`config.mk`:
```
export PLATFORM = sky130hd
export DESIGN_NAME = ttl_pulse_train_gen
export DESIGN_NICKNAME = d
export VERILOG_FILES = /design/src/rtl/ttl_pulse_train_gen.sv
export SDC_FILE = /design/constraint.sdc
export NUM_CORES = 1
export LEC_CHECK = 0
export CAP_MARGIN = 0
export CELL_PAD_IN_SITES_DETAIL_PLACEMENT = 0
export CELL_PAD_IN_SITES_GLOBAL_PLACEMENT = 1
export CORE_ASPECT_RATIO = 1.2
export CORE_MARGIN = 5
export CORE_UTILIZATION = 39
export CTS_CLUSTER_DIAMETER = 30
export DETAILED_ROUTE_END_ITERATION = 6
export PLACE_DENSITY = 0.8
export SYNTH_ARGS = -nofsm -noshare
export SYNTH_HDL_FRONTEND = slang
export SYNTH_SLANG_ARGS = --single-unit
```
`constraint.sdc`:
```
create_clock -name clk -period 3.3 [get_ports clk]
set_clock_uncertainty 0.15 [all_clocks]
set_input_delay 0.33 -clock clk [delete_from_list [all_inputs] [get_ports clk]]
set_output_delay 0.33 -clock clk [all_outputs]
set_load 0.01 [all_outputs]
```
`src/rtl/ttl_pulse_train_gen.sv`:
```
// ttl_pulse_train_gen
//
// Multi-channel TTL pulse train generator. Each channel runs its own IDLE/DELAY/HIGH/LOW
// FSM and produces N pulses (or an endless train when N=0) with programmable start delay,
// high time and period. All config fields are captured into shadow registers when a start
// is accepted, so changing them mid-train has no effect.
//
// Optional feature macro: TTL_PULSE_POLARITY_EN
//   Adds a per-channel polarity input, latched at start. A latched 1 inverts the channel
//   output and sets its idle level to 1.
//
// Ports:
//   clk           system clock, rising edge
//   rst           synchronous active-high reset
//   start         per-channel start request (level sampled, accepted only in IDLE)
//   abort         per-channel immediate stop (wins over start)
//   pulse_delay   per-channel start delay in cycles      [i*CNT_W +: CNT_W]
//   pulse_width   per-channel high time in cycles        [i*CNT_W +: CNT_W]
//   pulse_period  per-channel period in cycles           [i*CNT_W +: CNT_W]
//   pulse_count   per-channel pulses per train, 0 = run until abort [i*NUM_W +: NUM_W]
//   polarity      per-channel output inversion (TTL_PULSE_POLARITY_EN only)
//   ttl_out       registered TTL outputs
//   busy          channel running a train
//   done          one-cycle strobe when a finite train completes
module ttl_pulse_train_gen #(
  parameter int unsigned CHANNELS = 2,
  parameter int unsigned CNT_W    = 32,
  parameter int unsigned NUM_W    = 16
) (
  input  logic                      clk,
  input  logic                      rst,
  input  logic [CHANNELS-1:0]       start,
  input  logic [CHANNELS-1:0]       abort,
  input  logic [CHANNELS*CNT_W-1:0] pulse_delay,
  input  logic [CHANNELS*CNT_W-1:0] pulse_width,
  input  logic [CHANNELS*CNT_W-1:0] pulse_period,
  input  logic [CHANNELS*NUM_W-1:0] pulse_count,
`ifdef TTL_PULSE_POLARITY_EN
  input  logic [CHANNELS-1:0]       polarity,
`endif
  output logic [CHANNELS-1:0]       ttl_out,
  output logic [CHANNELS-1:0]       busy,
  output logic [CHANNELS-1:0]       done
);

  typedef enum logic [1:0] {StIdle, StDelay, StHigh, StLow} state_e;

  localparam logic [CNT_W-1:0] CntOne = CNT_W'(1);
  localparam logic [NUM_W-1:0] NumOne = NUM_W'(1);

  for (genvar i = 0; i < CHANNELS; i++) begin : g_ch
    state_e           state_q, state_d;
    logic [CNT_W-1:0] dly_q, dly_d;
    logic [CNT_W-1:0] wid_q, wid_d;   // effective high time, already clamped to period
    logic [CNT_W-1:0] per_q, per_d;   // effective period, at least 1
    logic [CNT_W-1:0] cnt_q, cnt_d;   // cycles elapsed in DELAY, or within current period
    logic [NUM_W-1:0] rem_q, rem_d;   // pulses still to finish, including the current one
    logic             cont_q, cont_d; // continuous train, rem_q unused
    logic             ttl_q, ttl_d;
    logic             busy_q, busy_d;
    logic             done_q, done_d;
    logic             pol_d;
    logic             accept;
    logic             finish;

    logic [CNT_W-1:0] cfg_dly, cfg_wid, cfg_per, eff_per, eff_wid;
    logic [NUM_W-1:0] cfg_cnt;

    assign cfg_dly = pulse_delay[i*CNT_W +: CNT_W];
    assign cfg_wid = pulse_width[i*CNT_W +: CNT_W];
    assign cfg_per = pulse_period[i*CNT_W +: CNT_W];
    assign cfg_cnt = pulse_count[i*NUM_W +: NUM_W];

    // Normalise at capture so the running FSM only ever sees 1 <= per and wid <= per.
    assign eff_per = (cfg_per == '0) ? CntOne : cfg_per;
    assign eff_wid = (cfg_wid > eff_per) ? eff_per : cfg_wid;

    assign accept = (state_q == StIdle) && start[i] && !abort[i];

`ifdef TTL_PULSE_POLARITY_EN
    logic pol_q;

    assign pol_d = accept ? polarity[i] : pol_q;

    always_ff @(posedge clk) begin
      if (rst) begin
        pol_q <= 1'b0;
      end else begin
        pol_q <= pol_d;
      end
    end
`else
    assign pol_d = 1'b0;
`endif

    // State and shadow registers.
    always_ff @(posedge clk) begin
      if (rst) begin
        state_q <= StIdle;
        dly_q   <= '0;
        wid_q   <= '0;
        per_q   <= '0;
        cnt_q   <= '0;
        rem_q   <= '0;
        cont_q  <= 1'b0;
      end else begin
        state_q <= state_d;
        dly_q   <= dly_d;
        wid_q   <= wid_d;
        per_q   <= per_d;
        cnt_q   <= cnt_d;
        rem_q   <= rem_d;
        cont_q  <= cont_d;
      end
    end

    // Next-state logic.
    always_comb begin
      state_d = state_q;
      dly_d   = dly_q;
      wid_d   = wid_q;
      per_d   = per_q;
      cnt_d   = cnt_q;
      rem_d   = rem_q;
      cont_d  = cont_q;
      finish  = 1'b0;

      unique case (state_q)
        StIdle: begin
          if (accept) begin
            dly_d  = cfg_dly;
            wid_d  = eff_wid;
            per_d  = eff_per;
            rem_d  = cfg_cnt;
            cont_d = (cfg_cnt == '0);
            cnt_d  = '0;
            if (cfg_dly != '0) begin
              state_d = StDelay;
            end else begin
              state_d = (eff_wid == '0) ? StLow : StHigh;
            end
          end
        end

        StDelay: begin
          if (cnt_q == dly_q - CntOne) begin
            cnt_d   = '0;
            state_d = (wid_q == '0) ? StLow : StHigh;
          end else begin
            cnt_d = cnt_q + CntOne;
          end
        end

        StHigh, StLow: begin
          if (cnt_q == per_q - CntOne) begin
            // End of period; with wid == per this fires from HIGH and LOW is never visited.
            cnt_d = '0;
            if (!cont_q && rem_q == NumOne) begin
              state_d = StIdle;
              finish  = 1'b1;
            end else begin
              if (!cont_q) begin
                rem_d = rem_q - NumOne;
              end
              state_d = (wid_q == '0) ? StLow : StHigh;
            end
          end else begin
            cnt_d = cnt_q + CntOne;
            if (state_q == StHigh && cnt_q == wid_q - CntOne) begin
              state_d = StLow;
            end
          end
        end

        default: state_d = StIdle;
      endcase

      if (abort[i] && state_q != StIdle) begin
        state_d = StIdle;
        cnt_d   = '0;
        finish  = 1'b0;
      end
    end

    // Output decode from the upcoming state, so the registered outputs line up with it.
    always_comb begin
      ttl_d  = (state_d == StHigh) ^ pol_d;
      busy_d = (state_d != StIdle);
      done_d = finish;
    end

    always_ff @(posedge clk) begin
      if (rst) begin
        ttl_q  <= 1'b0;
        busy_q <= 1'b0;
        done_q <= 1'b0;
      end else begin
        ttl_q  <= ttl_d;
        busy_q <= busy_d;
        done_q <= done_d;
      end
    end

    assign ttl_out[i] = ttl_q;
    assign busy[i]    = busy_q;
    assign done[i]    = done_q;
  end

endmodule

```
Word-level counts from Yosys, hierarchy flattened
Cells that the tools add are included.

storage, ports and cells
  logic and storage cells = 146
  output and inout bits = 6
  register bits after elaboration = 300

operators by class
  equal/unequal tests = 24
  add/subtract/negate cells = 10
  reductions and logical operators = 42
  magnitude comparators = 2
  multiplexer cells = 44
  bitwise gates (word level) = 4

operators by type and width
  cell                     count
  $mux W32                 10
  $eq A32 B32 Y1           6
  $logic_not A32 Y1        6
  $pmux W32 S3             2
  $sub A32 B1 Y32 const B  6
  $mux W16                 8
  $add A32 B1 Y32 const B  2
  $gt A32 B32 Y1           2
  $pmux W16 S2             2
  $reduce_bool A32 Y1      2
  $eq A16 B1 Y1 const B    2
  $logic_not A16 Y1        2
  $sub A16 B1 Y16 const B  2
  $mux W2                  14
  $ne A2 B2 Y1 const B     8
  $eq A2 B2 Y1 const B     6
  $pmux W2 S3              2
  $reduce_bool A2 Y1       6
  $logic_and A1 B1 Y1      10
  $reduce_and A5 Y1        2
  $reduce_or A2 Y1         4
  $reduce_or A4 Y1         2
  $mux W1                  6
  $eq A2 B1 Y1 const B     2
  other kinds (4)          12

Logic depth before layout (Yosys ltp)
  depth after elaboration = 11
  mapped depth = 15
  mapped depth without buffers = 13

Worst setup path after synthesis
Ideal clock, no wire load.

  kind = reg-to-reg
  start point = register g_ch[0].dly_q[4]
  end point = register g_ch[0].cnt_q[5]
  stages on the path, launching flop included = 13
  path buffers = 3
  slack = -0.252 ns
  required time = 3.031 ns
  arrival time = 3.283 ns
  path through = dfxtp_1 buf_2 or3_1 clkbuf_1 or4_4 or4_1 a211oi_2 nand4_1 a2111oi_4 a211oi_4 buf_6 o221ai_2 nand2_1

between the ends
  word-level cells in the longest chain between the ends = 4

ends and longest elaborated chain
  element                 RTL line  source
  start, declared         53        logic [CNT_W-1:0] dly_q, dly_d;
  start signal, assigned  108       dly_q <= dly_d;
  $sub A32 B1 Y32         146       if (cnt_q == dly_q - CntOne) begin
  $eq A32 B32 Y1          146
  $mux W32                146
  $pmux W32 S3            128       unique case (state_q)
  end signal, assigned    111       cnt_q <= cnt_d;
  end, declared           56        logic [CNT_W-1:0] cnt_q, cnt_d;

Every way passes these cells.
A chain may end at the register's enable or synchronous reset.

Final worst setup path
  start point = register g_ch[0].per_q[21]
  end point = register g_ch[0].cnt_q[31]

between the ends
  word-level cells in the longest chain between the ends = 4

ends and longest elaborated chain
  element                 RTL line  source
  start, declared         55        logic [CNT_W-1:0] per_q, per_d;
  start signal, assigned  110       per_q <= per_d;
  $sub A32 B1 Y32         155       if (cnt_q == per_q - CntOne) begin
  $eq A32 B32 Y1          155
  $mux W32                155
  $pmux W32 S3            128

Every way passes these cells.

==> results.txt <==
The run finished, with violations left. The final reports fail on negative setup slack. The count of non-filler cells in the finished layout came out at 4,574. The sequential fraction of the synthesis area is 0.2610. The starting density of the core is 0.3942. Walking the worst path, the cells encountered are or4_4 > or4_4 > buf_6 > o311a_4 > a211oi_4 > nor4_2 > nor4b_4 > buf_12 > buf_4 > a21oi_4 > buf_12 > o221ai_1 > nand2_1. The clock buffer count from CTS came out at 69. The largest individual stage delay along the critical path comes from the cell sky130_fd_sc_hd__or4_4. The core region is 0.05838 sq mm.

In the finished design, the share of the clock period the worst path needs comes to 1.080. The number of fill cells came out at 5,499. The worst path setup slack after routing came out at -0.2635 ns.

The worst setup path is launched from a register. The worst setup path is of the register to register kind. After detailed routing, the average wire length per cell comes to 19.95 um. The per-cell via count in the routed design came out at 5.684. The post-synthesis area per instance is 7.245 sq um.

Setup violations remaining at the end of the flow were counted as 70. The placement row count is 97. The total routing usage reported by global routing is 0.2712.

The register bit count reported by yosys came out at 300. The cell area after technology mapping is 0.02301 sq mm. The number of warnings reported in the yosys synthesis log came out at 0. The commonest register cell after synthesis is sky130_fd_sc_hd__dfxtp_1.

The clock network latency to the later pin of the worst-skew pair is 0.59 ns. The CTS tree is done. The first global-routing pass estimated 140.6 mm of wire. The number of nets in the layout came out at 4,030. The internal portion of the total power is 10.25 mW. For this run, design rule violations remaining after detail routing come to 0. The deepest level of the CTS H-tree is 3. The number of nets with antenna violations after routing came out at 0. Setup repair after global routing could not meet its margin everywhere.

Summed over all layers, the routed wires come to 91.23 mm. The global placement routability congestion came out at 0.9562. At the pin with the least slew margin, the transition time is 1.043 ns. In this run the worst hold path is classified as primary input to register.

STA classifies the critical path endpoint as a register. For the worst setup path, the data arrival time is 3.95 ns. The share of cells above drive strength 1 came out at 0.2135. The maximum number of pins on one net before global-route repair is 126. The height of the chip came out at 276.1 um. The share of total power dissipated in combinational logic is 0.279. The number of DRC violations after detailed-routing iteration 0 is 1,554.

Power spread over the standard cell area amounts to 462.1 mW/mm^2. For this design the total switching power over the nets is 4.750 mW. The netlist uses 93 different library cells. The clock passes through at most 3 buffers. The number of synthesized flops with an enable pin came out at 0. The worst path in the final design needs a cycle of 3.563 ns, including I/O delays and setup.

The area of the die came out at 0.06398 sq mm. The number of hold violations in the final report was 0. The post-CTS clock slew at the launch and capture registers of the worst setup and hold paths came out at 0.05 ns. The stage delay of the slowest cell on the critical path came out at 0.55 ns.

The number of antenna violations at the first check in global routing came out at 3. The number of pins exceeding their max-slew limit in the final report is 0. The share of total power dissipated in sequential elements is 0.267. Of the total power, the share spent switching nets is 0.3167. The standby leakage power is 13.02 nW. The via count came out at 26,000. The gate count after technology mapping is 3,176. The required time at the worst-slack endpoint came out at 3.69 ns.

The fraction of synthesis flops using an asynchronous set or reset pin is 0. The first TritonRoute pass finished after 7 iterations. The post-placement cell count is 4,426. The clock network fraction of design power came out at 0.454. The via count of the first global-routing pass came to 26,290. The largest fanout of any net on the critical path came out at 13. In this run, post-CTS hold repair placed 0 buffers. Input and output buffers added on the ports amount to 235. The horizontal die dimension is 231.7 um.

The number of nets in the synthesized netlist is 3,482. The final global-route overflow total is 0. The maximum ir drop on the vdd rail is 367.8 uV. The number of max-cap violations came out at 0. The post-DP HPWL came out at 72.15 mm.

The synthesis-to-finish area growth is 41.05%. For this design, the sink count on the clock tree is 300. The clock root buffer master is sky130_fd_sc_hd__clkbuf_16. The final setup TNS came out at -11.30 ns. The highest attainable clock frequency came out at 0.2806 GHz.

The top-level port count came out at 236. The kind of cell with the highest combined delay along the critical path is simple AND/OR/NAND/NOR gates. The number of buffers and inverters on the critical path is 4. The worst max-slew margin expressed relative to the limit is 0.2974.
[cell usage after synthesis (18+ instances only)]
library cell | n | area (sq um)
sky130_fd_sc_hd__a21oi_1 | 262 | 1311
sky130_fd_sc_hd__nand2b_1 | 18 | 112.6
sky130_fd_sc_hd__ha_1 | 76 | 950.9
sky130_fd_sc_hd__nor2b_1 | 29 | 181.4
sky130_fd_sc_hd__or3_1 | 38 | 237.7
sky130_fd_sc_hd__o221ai_2 | 20 | 300.3
sky130_fd_sc_hd__o21ai_0 | 72 | 360.4
sky130_fd_sc_hd__and2_1 | 22 | 137.6
sky130_fd_sc_hd__o211ai_1 | 40 | 300.3
sky130_fd_sc_hd__o31ai_1 | 49 | 367.9
sky130_fd_sc_hd__or4_1 | 29 | 217.7
sky130_fd_sc_hd__inv_1 | 110 | 412.9
sky130_fd_sc_hd__and3_1 | 29 | 181.4
sky130_fd_sc_hd__nand3_1 | 68 | 340.3
sky130_fd_sc_hd__a21o_1 | 29 | 217.7
sky130_fd_sc_hd__nor4_1 | 112 | 700.7
sky130_fd_sc_hd__nand4_1 | 90 | 563.0
sky130_fd_sc_hd__xor2_1 | 91 | 797.0
sky130_fd_sc_hd__nor3_1 | 120 | 600.6
sky130_fd_sc_hd__dfxtp_1 | 300 | 6006
sky130_fd_sc_hd__a31oi_1 | 20 | 125.1
sky130_fd_sc_hd__a211oi_1 | 77 | 578.1
sky130_fd_sc_hd__clkbuf_1 | 201 | 754.5
sky130_fd_sc_hd__nor2_1 | 299 | 1122
sky130_fd_sc_hd__nand2_1 | 478 | 1794
sky130_fd_sc_hd__xnor2_1 | 152 | 1331
[layout by cell type (no fill, tap or decap), types with 69 or more instances in the layout]
cell                              count
sky130_fd_sc_hd__nand2_1            476
sky130_fd_sc_hd__buf_4              449
sky130_fd_sc_hd__nor2_1             294
sky130_fd_sc_hd__dfxtp_1            291
sky130_fd_sc_hd__a21oi_1            257
sky130_fd_sc_hd__clkdlybuf4s50_1    234
sky130_fd_sc_hd__xnor2_1            151
sky130_fd_sc_hd__nor3_1             108
sky130_fd_sc_hd__inv_1              106
sky130_fd_sc_hd__nor4_1             100
sky130_fd_sc_hd__xor2_1              91
sky130_fd_sc_hd__nand4_1             90
sky130_fd_sc_hd__a211oi_1            75
sky130_fd_sc_hd__ha_1                74
sky130_fd_sc_hd__clkbuf_16           69
[power groups by stage]
stage	sequential, mW	clock, mW	combinational [mW]
CTS	4.00	6.90	4.10
detailed placement	4.06	0	3.89
finish	4.00	6.81	4.19
global placement	4.05	0	3.84
floorplan	4.03	0	2.21
global route	4.02	7.11	4.52
[layer usage]
metal / global-route usage / part of all wire
met5: 0 / 0
met4: 0.1538 / 0.064
met3: 0.03356 / 0.041
met2: 0.5190 / 0.53
met1: 0.2810 / 0.36
[layout make-up]
class / count / area (sq um) / share of cell area
Inverter: 112 / 422.9 / 0.01303
Timing Repair Buffer: 717 / 6205 / 0.1912
Tap cell: 792 / 991.0 / 0.03053
Clock buffer: 89 / 1942 / 0.05983
Antenna cell: 3 / 7.507 / 0.0002313
Sequential cell: 300 / 6020 / 0.1855
Clock inverter: 37 / 397.9 / 0.01226
Multi-Input combinational cell: 2524 / 16470 / 0.5075
[registers in the layout, summed over array words and instances, names as in the netlist]
register / count
g_ch.per_q: 64
g_ch.cont_q: 2
g_ch.wid_q: 64
g_ch.state_q: 4
g_ch.cnt_q: 64
g_ch.ttl_q: 2
g_ch.rem_q: 32
g_ch.done_q: 2
g_ch.dly_q: 64
g_ch.busy_q: 2
[per-stage QoR]
| stage | total power, mW | util | instance area, sq um | hold slack (ns) | setup WS (ns) |
|---|---|---|---|---|---|
| 3_5_place_dp | 7.956 | 0.4994 | 29150 | 0.3114 | -0.6495 |
| 2_1_floorplan | 6.234 | - | 23190 | 0.2978 | -0.09433 |
| 6_report | 15.00 | 0.5560 | 32460 | 0.06456 | -0.2635 |
| 4_1_cts | 15.01 | 0.5507 | 32150 | 0.01123 | -0.2405 |
| 5_1_grt | 15.65 | 0.5559 | 32450 | 0.05733 | -0.3412 |
| 3_3_place_gp | 7.895 | 0.4994 | 29150 | 0.3083 | -0.6913 |
[repair_timing]
item                                    4_1_cts  5_1_grt
pin swaps                                    42       25
setup buffers                                18        0
resized for setup                           109       63
endpoints found under the setup margin      102      141
cloned                                        3        0
[cell families after synthesis]
family / after synthesis / synth area share
xor+xnor: 243 / 0.09250
flops: 300 / 0.2610
buf+inv: 353 / 0.06123
mux: 23 / 0.01033
compound gates: 742 / 0.2218
fa+ha+maj: 76 / 0.04133
simple gates: 1439 / 0.3118
[path summary, 6_finish.rpt]
check             slack, ns                        endpoint                            from  cells after the start
hold / removal         0.06  g_ch[1].per_q[16]$_SDFFE_PP0P_                             rst                      2
setup / recovery      -0.26  g_ch[0].cnt_q[31]$_SDFFE_PP0P_  g_ch[0].per_q[21]$_SDFFE_PP0P_                     13
hold reg to reg        0.32  g_ch[0].dly_q[31]$_SDFFE_PP0P_  g_ch[0].dly_q[31]$_SDFFE_PP0P_                      2
setup reg to reg      -0.26  g_ch[0].cnt_q[31]$_SDFFE_PP0P_  g_ch[0].per_q[21]$_SDFFE_PP0P_                     13
Note: power is estimated with default switching activity, not from simulation.
